### src/rtl/sine_tone_ctrl.sv
// sine_tone_ctrl: burst sequencer for the recursive sine generator.
// Holds a table of (cosW, sinW) coefficient pairs. Each burst issues one gen_load and
// then len paced gen_en strobes, one every div+1 cycles.
// Optional feature: define SINE_TONE_CTRL_CONT_EN to add the 'cont' input. With cont=1 a
// burst runs until abort or reset.
module sine_tone_ctrl #(
  parameter int unsigned WL    = 16,
  parameter int unsigned NTONE = 4,
  parameter int unsigned DIVW  = 8,
  parameter int unsigned LENW  = 12,
  parameter int unsigned AW    = $clog2(NTONE)
) (
  input  logic          clk,
  input  logic          reset_b,
  input  logic          cfg_we,
  input  logic [AW-1:0] cfg_addr,
  input  logic [WL-1:0] cfg_cos,
  input  logic [WL-1:0] cfg_sin,
  input  logic          start,
`ifdef SINE_TONE_CTRL_CONT_EN
  input  logic          cont,
`endif
  input  logic [AW-1:0] tone_sel,
  input  logic [DIVW-1:0] div,
  input  logic [LENW-1:0] len,
  input  logic          abort,
  output logic          gen_load,
  output logic          gen_en,
  output logic [WL-1:0] gen_cosW,
  output logic [WL-1:0] gen_sinW,
  output logic          busy,
  output logic          done,
  output logic          sample_valid
);

  typedef enum logic [1:0] {StIdle, StLoad, StRun, StDone} state_e;

  state_e          state_q, state_d;
  logic [DIVW-1:0] cnt_q, cnt_d;
  logic [DIVW-1:0] div_q, div_d;
  logic [LENW-1:0] rem_q, rem_d;
  logic            cont_q, cont_d;
  logic [WL-1:0]   cos_q, cos_d;
  logic [WL-1:0]   sin_q, sin_d;
  logic            gen_load_q, gen_load_d;
  logic            gen_en_q, gen_en_d;
  logic            busy_q, busy_d;
  logic            done_q, done_d;
  logic            sample_valid_q, sample_valid_d;

  logic [WL-1:0] tbl_cos_q [NTONE];
  logic [WL-1:0] tbl_cos_d [NTONE];
  logic [WL-1:0] tbl_sin_q [NTONE];
  logic [WL-1:0] tbl_sin_d [NTONE];

  logic cont_in;
`ifdef SINE_TONE_CTRL_CONT_EN
  assign cont_in = cont;
`else
  assign cont_in = 1'b0;
`endif

  // Table write port; the start-time read sees the pre-write contents.
  always_comb begin
    tbl_cos_d = tbl_cos_q;
    tbl_sin_d = tbl_sin_q;
    if (cfg_we) begin
      tbl_cos_d[cfg_addr] = cfg_cos;
      tbl_sin_d[cfg_addr] = cfg_sin;
    end
  end

  // Table storage.
  always_ff @(posedge clk or negedge reset_b) begin
    if (!reset_b) begin
      for (int i = 0; i < NTONE; i++) begin
        tbl_cos_q[i] <= '0;
        tbl_sin_q[i] <= '0;
      end
    end else begin
      tbl_cos_q <= tbl_cos_d;
      tbl_sin_q <= tbl_sin_d;
    end
  end

  // Next state, pacing counters and registered-output next values.
  // The en strobe is decided one cycle ahead: cnt_q==0 means gen_en is high next cycle.
  always_comb begin
    state_d  = state_q;
    cnt_d    = cnt_q;
    div_d    = div_q;
    rem_d    = rem_q;
    cont_d   = cont_q;
    cos_d    = cos_q;
    sin_d    = sin_q;
    gen_en_d = 1'b0;

    unique case (state_q)
      StIdle: begin
        if (start) begin
          cos_d   = tbl_cos_q[tone_sel];
          sin_d   = tbl_sin_q[tone_sel];
          cnt_d   = div;
          div_d   = div;
          rem_d   = len;
          cont_d  = cont_in;
          state_d = StLoad;
        end
      end
      StLoad, StRun: begin
        if (state_q == StLoad && rem_q == '0 && !cont_q) begin
          state_d = StDone;
        end else begin
          state_d = StRun;
          if (cnt_q == '0) begin
            gen_en_d = 1'b1;
            cnt_d    = div_q;
            if (!cont_q) begin
              rem_d = rem_q - 1'b1;
              // The final strobe is issued as the FSM enters DONE.
              if (rem_q == LENW'(1)) state_d = StDone;
            end
          end else begin
            cnt_d = cnt_q - 1'b1;
          end
        end
      end
      StDone: state_d = StIdle;
      default: state_d = StIdle;
    endcase

    // Abort outranks both the pending strobe and any transition.
    if (abort && state_q != StIdle) begin
      state_d  = StIdle;
      gen_en_d = 1'b0;
    end

    gen_load_d     = (state_d == StLoad);
    busy_d         = (state_d == StLoad) || (state_d == StRun);
    done_d         = (state_q == StDone) && !abort;
    sample_valid_d = gen_en_q;
  end

  // FSM state, counters, latched burst parameters and registered outputs.
  always_ff @(posedge clk or negedge reset_b) begin
    if (!reset_b) begin
      state_q        <= StIdle;
      cnt_q          <= '0;
      div_q          <= '0;
      rem_q          <= '0;
      cont_q         <= 1'b0;
      cos_q          <= '0;
      sin_q          <= '0;
      gen_load_q     <= 1'b0;
      gen_en_q       <= 1'b0;
      busy_q         <= 1'b0;
      done_q         <= 1'b0;
      sample_valid_q <= 1'b0;
    end else begin
      state_q        <= state_d;
      cnt_q          <= cnt_d;
      div_q          <= div_d;
      rem_q          <= rem_d;
      cont_q         <= cont_d;
      cos_q          <= cos_d;
      sin_q          <= sin_d;
      gen_load_q     <= gen_load_d;
      gen_en_q       <= gen_en_d;
      busy_q         <= busy_d;
      done_q         <= done_d;
      sample_valid_q <= sample_valid_d;
    end
  end

  assign gen_load     = gen_load_q;
  assign gen_en       = gen_en_q;
  assign gen_cosW     = cos_q;
  assign gen_sinW     = sin_q;
  assign busy         = busy_q;
  assign done         = done_q;
  assign sample_valid = sample_valid_q;

endmodule

### config.mk
export PLATFORM = sky130hd
export DESIGN_NAME = sine_tone_ctrl
export DESIGN_NICKNAME = d
export VERILOG_FILES = /design/src/rtl/sine_tone_ctrl.sv
export SDC_FILE = /design/constraint.sdc
export NUM_CORES = 1
export LEC_CHECK = 0
export ABC_AREA = 1
export ABC_CLOCK_PERIOD_IN_PS = 4200
export CAP_MARGIN = 10
export CORE_UTILIZATION = 40
export DETAILED_ROUTE_END_ITERATION = 8
export PLACE_DENSITY = 0.69
export SYNTH_ARGS = -nofsm -noshare
export SYNTH_HDL_FRONTEND = slang
export SYNTH_SLANG_ARGS = --single-unit
### constraint.sdc
create_clock -name clk -period 4.2 [get_ports clk]
set_input_delay 0.84 -clock clk [delete_from_list [all_inputs] [get_ports clk]]
set_output_delay 0.84 -clock clk [all_outputs]
set_load 0.01 [all_outputs]
==> flow_summary.ini, run 1 <==
[outcome]
status = complete, no violations

[global_routing]
first_global_vias = 7060
grtUsageTotal = 0.1999
grt_first_pass_wirelength_um = 35430
grt_max_degree = 95
antenna_found_initial = 0
grt.overflow.total = 0

[worst_setup_path]
r2r_end = rem_q[6]
crit_fanout = 45
max_stage_delay_ns = 0.72
arrival_ns = 2.83
r2r_setup_slack_ns = 1.81
worst_ep_required_time_ns = 4.52
regToRegStartpoint = state_q[0]
end_kind = register
cp_cell_sequence = clkdlybuf4s50_1 > nand3_2 > buf_4 > nand2_1 > o21ai_0
worstSetupPathType = in2reg
crit_slowest_cell = nand3_2
start_kind = input port
worst-r2r-cell-count = 8

[final_layout]
n_antenna_cell = 0
post-route-util = 0.4952
areaGrowthSynthToFinish_pct = 19.72
final_cells = 1438
fin_nets = 1221
layout-drive-gt1-share = 0.06191

[clock_network]
cts_buffers = 17
h-tree-depth = 4
cts_tree = built
cts_root_buf = clkbuf_16
clk_latency_ns = 0.44
cts_setup_buffers = 0
clock-sinks = 195
clk_pin_slew_worst_paths_ns = 0.08
cts_buffer_depth = 2
hold_buffers = 0
post_cts_resized = 0

[min_path]
min_from = gen_en
hp-class = reg2reg
whs_endpoint = sample_valid
hold_path_depth = 0

[detailed_routing]
vias = 7197
routed_wl_um = 20870
ant_nets = 0
wl_per_cell_um = 14.51
via_per_inst = 5.005
drtIter0Drc = 401
drt-pass1-iter-count = 4
drc = 0

[die]
die_w_um = 150.6
die_y_um = 150.6
start_util = 0.4136
rows = 53
core_region_area_sq_um = 21350
dieArea_sq_um = 22680
ios = 98

[synthesis]
yosys-top-cells-area = dfrtp_1, o21ai_0, nand2_1
synth_most_common_cell = nand2_1
syn_area_sq_um = 8832
async_flop_share = 1.000
yosysTopAreaCell = dfrtp_1
synthTopCellsByCount = nand2_1, o21ai_0, dfrtp_1
synthDistinctLibCells = 34
yosys_warnings = 0
ys_ff_latch = 195
ys_seq_area_frac = 0.5525
netlist_instances = 1079
synth_flop_cell = dfrtp_1
yosysTopAreaCellShare = 0.5525
syn_area_per_cell_sq_um = 8.186
syn-num-nets = 1148
synth_edf_count = 0

[sta]
finalSetupViolations = 0
timing.final.crit_share = 0.5972
tightest_slew_ns = 1.162
timing.fmax_mhz = 398.7
setup_ws_ns = 1.692
holdWs_ns = 0.3931
slew_violations = 0
clock_skew_ns = 0.01010
hold_viol = 0
relSlewSlack = 0.2229
fin_crit_ns = 2.508
rsz0062_at_grt = false
finalSetupTns_ns = 0

[placement]
pre_cts_ws_ns = 1.270
placed_cells = 1408
place_hpwl_um = 13300
port_buffers = 97
gp_congestion = 0.8868

[power_and_ir_drop]
powerDensity_nw_per_um2 = 611.4
irDropWorstVdd_mv = 0.2711
cellLeakagePower_uw = 0.004951

[run]
maxCapViolations = 0
==> critical path, delay by kind of cell <==
kind,cells,cell delay [ns]
buffers and inverters,2,1.09
and+or+nand+nor,2,0.80
AOI/OAI and AO/OA,1,0.09
==> power by group <==
| group | total, uW | internal (uW) | switching (uW) |
|---|---|---|---|
| registers | 2740 | 2390 | 350 |
| clock network | 1550 | 791 | 758 |
| logic | 2180 | 925 | 1260 |
| total | 6470 | 4100 | 2360 |
==> metrics by stage <==
| step | total power, uW | cell area [sq um] |
|---|---|---|
| floorplan | 4142 | 8832 |
| global placement | 4905 | 10020 |
| detailed placement | 4954 | 10020 |
| CTS | 6522 | 10570 |
| global route | 6956 | 10570 |
| finish | 6465 | 10570 |
==> worst max-delay path by stage <==
stage | slack, ns | endpoint | cells past startpoint | from
2_1_floorplan | 2.43 | busy | 9 | state_q[0]
3_3_place_gp | 1.34 | tbl_sin_q[19] | 5 | cfg_we
3_5_place_dp | 1.27 | tbl_sin_q[24] | 5 | cfg_we
4_1_cts | 1.74 | tbl_sin_q[24] | 5 | cfg_we
5_1_grt | 1.51 | busy | 8 | state_q[0]
6_report | 1.69 | tbl_sin_q[24] | 5 | cfg_we
==> state kept, by name (all words and copies together), names as in the netlist <==
| signal | count |
|---|---|
| busy | 1 |
| gen_cosW | 16 |
| tbl_cos_q | 64 |
| state_q | 2 |
| sample_valid | 1 |
| rem_q | 12 |
| gen_sinW | 16 |
| cnt_q | 8 |
| tbl_sin_q | 64 |
| gen_en | 1 |
| done | 1 |
| div_q | 8 |
| gen_load | 1 |
==> kinds of logic (layout without fill, tap and decap cells) <==
kind of cell | Yosys count | count (layout) | share of synthesized area
DFF | 195 | 195 | 0.5525
xor gates and xnor gates | 1 | 1 | 0.0009918
and+or+nand+nor | 491 | 491 | 0.2244
AOI/OAI and AO/OA | 257 | 257 | 0.1530
buffers and inverters | 127 | 211 | 0.05780
adders and majority gates | 8 | 8 | 0.01133
==> final cells by class <==
cell class | count | area, sq um
fillers | 2030 | 10780
flip-flops and latches | 195 | 4880
multi-input cells | 757 | 3457
repair buffers | 111 | 1075
clock buffers | 18 | 439.2
well taps | 275 | 344.1
inverters | 70 | 262.8
clock inverters | 12 | 116.4
==> per-layer routing <==
metal	track usage	share of wire	wire length [um]
met3	0.03636	0.046	956
met5	0	0	0
met4	0.05500	0.014	287
met2	0.3258	0.47	9838
met1	0.2731	0.47	9787
==> cell usage in the layout (no fill, tap or decap), types with 3 or more instances in the layout <==
master and n:
nand2_1 253, o21ai_0 208, dfrtp_1 195, nor2_1 192, clkdlybuf4s50_1 95, inv_1 67, a31oi_1 32, nand3_1 21
clkbuf_16 17, buf_4 14, a21oi_1 8, ha_1 8, nand2_2 6, o21ai_2 5, clkinvlp_4 5, inv_8 4
nor2_4 3, nand3_2 3
No activity file was read; power rests on OpenSTA's default activity.
==> inputs of run 2 (changes only) <==
--- a/config.mk
+++ b/config.mk
@@ -6,7 +6,7 @@
 export NUM_CORES = 1
 export LEC_CHECK = 0
 export ABC_AREA = 1
-export ABC_CLOCK_PERIOD_IN_PS = 4200
+export ABC_CLOCK_PERIOD_IN_PS = 2500
 export CAP_MARGIN = 10
 export CORE_UTILIZATION = 40
 export DETAILED_ROUTE_END_ITERATION = 8
==> constraint.sdc (replaced) <==
create_clock -name clk -period 2.5 [get_ports clk]
set_input_delay 0.5 -clock clk [delete_from_list [all_inputs] [get_ports clk]]
set_output_delay 0.5 -clock clk [all_outputs]
set_load 0.01 [all_outputs]
==> flow_summary.ini, run 2 (synthesis results as in run 1) <==
[worst_setup_path]
arrival_ns = 2.35
max_stage_delay_ns = 0.38
worstSetupPathType = reg2reg
r2r_setup_slack_ns = 0.51
timing.critical_path.buf_inv = 2
r2r_end = rem_q[3]
cp_common_cell = nand2_1
worst-r2r-cell-count = 9
start_kind = register
regToRegStartpoint = state_q[1]
end_kind = register
crit_fanout = 19
worst_ep_required_time_ns = 2.86
crit_slowest_cell = dfrtp_1
cp_cell_sequence = inv_1 > ha_1 > buf_4 > nand2_1 > nand2_1 > nand2_8 > nor2_8 > nand2_1 > o21ai_2
cp_top_family = simple AND/OR/NAND/NOR gates

[global_routing]
grt_first_pass_wirelength_um = 35630
first_global_vias = 7109
grt_max_degree = 82
grt.overflow.total = 0
grtUsageTotal = 0.2015
antenna_found_initial = 0

[clock_network]
cts_buffer_depth = 2
h-tree-depth = 4
clk_latency_ns = 0.44
post_cts_resized = 0
cts_tree = built
cts_setup_buffers = 0
hold_buffers = 0
cts_root_buf = clkbuf_16
clk_pin_slew_worst_paths_ns = 0.07
clock-sinks = 195
cts_buffers = 17

[sta]
relSlewSlack = 0.5231
finalSetupTns_ns = 0
tightest_slew_ns = 0.7154
clock_skew_ns = 0.01538
fin_crit_ns = 1.988
rsz0062_at_grt = false
slew_violations = 0
hold_viol = 0
finalSetupViolations = 0
timing.fmax_mhz = 503.0
setup_ws_ns = 0.5118
timing.final.crit_share = 0.7953

[detailed_routing]
vias = 7261
wl_per_cell_um = 14.58
routed_wl_um = 21130
drt-pass1-iter-count = 5
drtIter0Drc = 514
via_per_inst = 5.011
drc = 0
ant_nets = 0

[die]
rows = 53
die_w_um = 150.6
start_util = 0.4136
dieArea_sq_um = 22680
die_y_um = 150.6
core_region_area_sq_um = 21350
ios = 98

[power_and_ir_drop]
cellLeakagePower_uw = 0.005062
powerDensity_nw_per_um2 = 1019
irDropWorstVdd_mv = 0.4409

[run]
maxCapViolations = 0

[placement]
pre_cts_ws_ns = 0.4376
gp_congestion = 0.9089
place_hpwl_um = 13400
place_area_sq_um = 10200
port_buffers = 97

[final_layout]
mostFrequentLayoutCell = nand2_1
layout_common_cells = nand2_1, o21ai_0, dfrtp_1, nor2_1, clkdlybuf4s50_1
top_regs = tbl_cos_q x64, tbl_sin_q x64
n_antenna_cell = 0
areaGrowthSynthToFinish_pct = 22.10
fin_nets = 1230
layout-drive-gt1-share = 0.07070
final_cell_area_sq_um = 10780
post-route-util = 0.5050

[outcome]
status = complete, no violations

[min_path]
hp-class = in2async
-- run 2: where the power goes --
| group | switching (uW) | internal, uW | total, uW |
|---|---|---|---|
| Sequential | 569 | 4010 | 4580 |
| Combinational | 2150 | 1600 | 3740 |
| Clock | 1330 | 1340 | 2660 |
-- run 2: how the worst max path moves through the flow --
stage	start	end	slack, ns	cells past startpoint
floorplan	state_q[0]	busy	0.73	9
global placement	cfg_addr[0]	tbl_cos_q[40]	0.44	7
detailed placement	cfg_addr[0]	tbl_cos_q[34]	0.44	7
CTS	state_q[1]	rem_q[4]	0.50	9
global route	state_q[1]	rem_q[4]	0.30	9
finish	state_q[1]	rem_q[3]	0.51	9
-- run 2: final cells by class --
cell class / instances / area (sq um)
clock buffer: 17 / 425.4
fill: 2029 / 10570
inverter: 70 / 262.8
sequential: 195 / 4880
timing repair buffer: 120 / 1255
multi-input combinational: 757 / 3457
tap: 275 / 344.1
clock inverter: 15 / 160.2
-- run 2: metal layers --
metal	track usage	routed length, um	share of wire	vias to the layer above
met5	0	0	0	-
met1	0.2736	9973	0.47	3439
met3	0.03485	883	0.042	17
met4	0.04900	201	0.0095	0
met2	0.3348	10070	0.48	163
li1	-	-	-	3642
-- run 2: stage by stage --
step | total power (uW) | std cells | hold slack (ns)
4_1_cts | 11080 | 1449 | 0.1343
5_1_grt | 11810 | 1449 | 0.1725
2_1_floorplan | 6958 | 1079 | 0.2044
3_3_place_gp | 8299 | 1417 | 0.3678
6_report | 10980 | 1449 | 0.1105
3_5_place_dp | 8382 | 1417 | 0.3732
